==> src/rtl/encoder8_3_sequential_pkg.sv <==
// ----------------------------------------------------------------------------
// enc_pkg
// Shared constants, state type and helpers for encoder8_3_sequential and
// its priority-encoder sub-block.
//   REQ_W    : request vector width (only 8 is supported)
//   CODE_W   : output code width, log2(REQ_W)
//   state_t  : IDLE / SERVE
//   is_onehot: true when exactly one bit of the vector is set
// ----------------------------------------------------------------------------
package enc_pkg;

  localparam int REQ_W  = 8;
  localparam int CODE_W = 3;

  typedef enum logic {
    IDLE  = 1'b0,
    SERVE = 1'b1
  } state_t;

  // Non-zero and clearing the lowest set bit leaves nothing behind.
  function automatic logic is_onehot(input logic [REQ_W-1:0] v);
    return (v != '0) && ((v & (v - REQ_W'(1))) == '0);
  endfunction

endpackage : enc_pkg

==> src/rtl/prio_enc8.sv <==
// ----------------------------------------------------------------------------
// prio_enc8
// Purely combinational 8-to-3 priority encoder; the highest set bit wins.
// Ports:
//   pending [REQ_W-1:0]  in   vector to encode
//   code    [CODE_W-1:0] out  index of the highest set bit (0 when none set)
//   any_set              out  at least one bit of pending is set
// ----------------------------------------------------------------------------
module prio_enc8
  import enc_pkg::*;
(
  input  logic [REQ_W-1:0]  pending,
  output logic [CODE_W-1:0] code,
  output logic              any_set
);

  always_comb begin
    code    = '0;
    any_set = |pending;
    // Ascending scan so the last (highest) hit overrides earlier ones.
    for (int i = 0; i < REQ_W; i++) begin
      if (pending[i]) begin
        code = CODE_W'(i);
      end
    end
  end

endmodule : prio_enc8

==> src/rtl/encoder8_3_sequential.sv <==
// ----------------------------------------------------------------------------
// encoder8_3_sequential
// Latches an 8-bit request vector over a valid/ready handshake and then emits
// the 3-bit index of every set bit, highest index first, one per handshake.
// Ports:
//   clk         in   rising-edge clock
//   rst_n       in   asynchronous active-low reset
//   en          in   enables capture of new requests (drains are unaffected)
//   req[7:0]    in   request vector, bit i requests code i
//   req_valid   in   req is valid this cycle
//   req_ready   out  block can capture req this cycle (IDLE and en)
//   code[2:0]   out  index of the highest pending bit
//   code_valid  out  code is valid (SERVE)
//   code_ready  in   consumer accepts code
//   last        out  current code is the final one of this request
//   busy        out  block is in SERVE
//   zero_err    out  (only with ENC_ZERO_ERR_EN defined) one-cycle pulse
//                    after an all-zero request is accepted
// Build option: define ENC_ZERO_ERR_EN to add the zero_err output.
// ----------------------------------------------------------------------------
module encoder8_3_sequential
  import enc_pkg::*;
(
  input  logic              clk,
  input  logic              rst_n,
  input  logic              en,
  input  logic [REQ_W-1:0]  req,
  input  logic              req_valid,
  output logic              req_ready,
  output logic [CODE_W-1:0] code,
  output logic              code_valid,
  input  logic              code_ready,
  output logic              last,
`ifdef ENC_ZERO_ERR_EN
  output logic              zero_err,
`endif
  output logic              busy
);

  state_t           state_reg, state_next;
  logic [REQ_W-1:0] pending_reg, pending_next;
  logic             any_set;
  logic             req_fire;
  logic             code_fire;

  // Code comes only from the latched vector, never straight from req.
  prio_enc8 u_prio_enc8 (
    .pending (pending_reg),
    .code    (code),
    .any_set (any_set)
  );

  assign busy       = (state_reg == SERVE);
  assign code_valid = busy;
  assign req_ready  = (state_reg == IDLE) && en;
  assign last       = is_onehot(pending_reg);
  assign req_fire   = req_valid && req_ready;
  assign code_fire  = code_valid && code_ready;

  always_ff @(posedge clk or negedge rst_n) begin
    if (!rst_n) begin
      state_reg   <= IDLE;
      pending_reg <= '0;
    end else begin
      state_reg   <= state_next;
      pending_reg <= pending_next;
    end
  end

  always_comb begin
    state_next   = state_reg;
    pending_next = pending_reg;
    case (state_reg)
      IDLE: begin
        // An all-zero request is accepted but leaves nothing to serve.
        if (req_fire && (req != '0)) begin
          pending_next = req;
          state_next   = SERVE;
        end
      end
      SERVE: begin
        if (code_fire) begin
          pending_next = pending_reg & ~(REQ_W'(1) << code);
          if (last) begin
            state_next = IDLE;
          end
        end
      end
      default: begin
        state_next   = IDLE;
        pending_next = '0;
      end
    endcase
  end

`ifdef ENC_ZERO_ERR_EN
  logic zero_err_reg;

  always_ff @(posedge clk or negedge rst_n) begin
    if (!rst_n) begin
      zero_err_reg <= 1'b0;
    end else begin
      zero_err_reg <= req_fire && (req == '0);
    end
  end

  assign zero_err = zero_err_reg;
`endif

  // any_set is redundant with busy here; kept on the encoder for reuse.
  logic unused_any_set;
  assign unused_any_set = any_set;

endmodule : encoder8_3_sequential

==> config.mk <==
export PLATFORM = sky130hd
export DESIGN_NAME = encoder8_3_sequential
export DESIGN_NICKNAME = d
export VERILOG_FILES = /design/src/rtl/encoder8_3_sequential_pkg.sv /design/src/rtl/prio_enc8.sv /design/src/rtl/encoder8_3_sequential.sv
export SDC_FILE = /design/constraint.sdc
export NUM_CORES = 1
export LEC_CHECK = 0
export CAP_MARGIN = 20
export CORE_ASPECT_RATIO = 0.8
export CORE_MARGIN = 2
export CORE_UTILIZATION = 30
export DETAILED_ROUTE_END_ITERATION = 12
export MAX_ROUTING_LAYER = met4
export PLACE_DENSITY = 0.65
export SYNTH_ARGS = -nofsm -noshare
export SYNTH_HDL_FRONTEND = slang
export SYNTH_HIERARCHICAL = 1
export SYNTH_SLANG_ARGS = --single-unit
==> constraint.sdc <==
create_clock -name clk -period 2.62 [get_ports clk]
set_input_delay 0.393 -clock clk [delete_from_list [all_inputs] [get_ports clk]]
set_output_delay 0.393 -clock clk [all_outputs]
set_load 0.03 [all_outputs]
==> results.md <==
* Reg-to-reg slack, setup at 820 ps
* Worst rel slew slack at 50.3%
* Clock Tree Buf Depth at 2
* R2R cell count at 5
* RSZ-0062 raised after global routing: no
* PortBufs at 19
* Clock Sinks at 9
* Via count at 623
* Layout Nets at 109
* Crit path DAT at 1990 ps
* Routed Antenna Nets at 0
* Gr usage total at 15.3%
* Tcrit/Tclk final at 90.9%
* Synth warnings at 6
* Hold Violations, Final at 0
* VDD IR max at 896 µV
* Worst Max-Slew Pin Slew at 746 ps
* Critical Path End Type: output port
* Htree depth at 1
* Data required, critical path at 2230 ps
* Via-per-instance ratio at 5.19
* Die W at 56.0 µm
* CTS tree: done
* # diodes at 0
* Max-Cap Viols at 0
* Initial Util at 30.9%
* Initial drt markers at 24
* Row count at 15
* Final WL at 1710 µm
* Pwr Density at 1390 nW/µm²
* Hold Crit Class: primary input to asynchronous set/reset pin
* Hold_buf cts at 0
* Routability cong. at 0.861
* Share of layout cells above drive strength 1 at 13.7%
* Slowest Stage Delay on Critical Path at 760 ps
* Detailed Routing Iterations Pass 1 at 4
* Post-synthesis cell count at 73
* Initial antenna violation count at 0
* Mean Syn Cell Area at 8.90 µm²
* Clk_skew at 4.74 ps
* Post-CTS sizing at 1
* Crit path cell chain: inv_1, a21oi_1, o31ai_2, clkdlybuf4s50_1
* GRT overflow at 0
* Type of the worst setup path: flip-flop to output port
* Drc violations at 0
* Min cycle time layout at 2380 ps
* Highest attainable clock frequency at 420 MHz
* Leak pwr at 0.370 nW
* Global-route wire length before repair at 2780 µm
* CTS root buffer: clkbuf_4
* Finish-stage setup viols at 0
* Die Area at 2560 µm²
* Syn_nets at 86
* Worst-skew pair later-pin latency at 250 ps
* R2r endpoint: pending_reg[0]
* Core area at 2100 µm²
* Num CTS Buffers at 3
* Detailed Place HPWL at 1370 µm
* Number of flip-flops in the largest register at 8
* Wire length per cell at 14.2 µm
* Setup crit end: code[0]
* Synthesized cell area at 649 µm²
* P&R area growth vs syn at 38.0%
* Status: complete, no violations
* Largest net degree at the start of global routing at 14
* Height of the die at 45.6 µm
* Core Util, Final at 42.6%
* Crit path from: pending_reg[2]
* I/O Pins at 20
* RR Startpoint: busy
* Vias in the first global route at 612
* Setup crit start kind: flip-flop
* Setup TNS at 0 ps
* Reg clk slew, reported paths at 60 ps
* CP max stage cell: clkdlybuf4s50_1
* # Post-CTS Setup Buffers at 0
* CP Max Fanout at 6
* Final Total Pwr at 1.24 mW
* Slew Viols, Final at 0
[per-stage QoR]
step / std cells / area, µm² / hold WS, ps / setup WS [ps]
2_1_floorplan: 73 / 649 / 97.4 / 415
3_3_place_gp: 116 / 871 / 606 / 299
3_5_place_dp: 116 / 871 / 639 / 269
4_1_cts: 120 / 896 / 431 / 216
5_1_grt: 120 / 896 / 458 / 62.7
6_report: 120 / 896 / 427 / 237
[worst max-delay path, delay by kind of cell (launching register included)]
kind	cells	cell delay [ps]
buffers and inverters	2	840
flip-flops	1	460
AO/OA/AOI/OAI	2	450
[area by class of cell]
class	instances	area [µm²]
timing repair buffer	21	204
clock buffer	4	26.3
multi-input combinational	56	390
inverter	5	18.8
fill	210	1210
sequential	9	225
tap	25	31.3
[layer usage]
metal  vias to the layer above  share of wire [%]  global-route usage (%)
met5                         -                  0                       -
met4                         0                1.2                    9.05
met3                         2                2.4                    2.56
met2                        16                 47                    21.6
met1                       289                 50                    20.7
li1                        316                  -                       -
[placed cells by master, fill, tap and decap left out]
cell / instances
nand2_1: 11
dfrtp_1: 9
a211oi_1: 2
nor2_1: 6
nand3b_1: 1
clkdlybuf4s50_1: 18
clkbuf_1: 1
inv_1: 4
and3b_1: 1
a21o_1: 1
nor4_1: 2
a21oi_1: 2
buf_4: 2
o31ai_1: 3
dlygate4sd2_1: 1
nand2_4: 1
o31ai_2: 1
clkbuf_4: 3
nand4b_1: 4
nand2b_1: 1
and4_4: 1
o21ai_0: 6
a22o_1: 8
nor2b_1: 1
nor4_4: 1
o21ai_2: 1
a21oi_2: 1
inv_2: 1
a31oi_4: 1
[how the worst min path moves through the flow]
stage | start | endpoint | cells past startpoint
floorplan | rst_n | busy | 0
detailed placement | pending_reg[7] | pending_reg[7] | 1
global placement | pending_reg[0] | pending_reg[0] | 1
CTS | rst_n | pending_reg[1] | 1
finish | rst_n | pending_reg[1] | 1
global route | rst_n | pending_reg[5] | 1
[where the power goes]
part / total, mW / leakage, nW / switching [mW] / internal (mW)
registers: 0.312 / 0.114 / 0.114 / 0.198
clock network: 0.103 / 0.0150 / 0.0449 / 0.0585
logic: 0.827 / 0.241 / 0.470 / 0.358
Note: power is estimated with default switching activity, not from simulation.
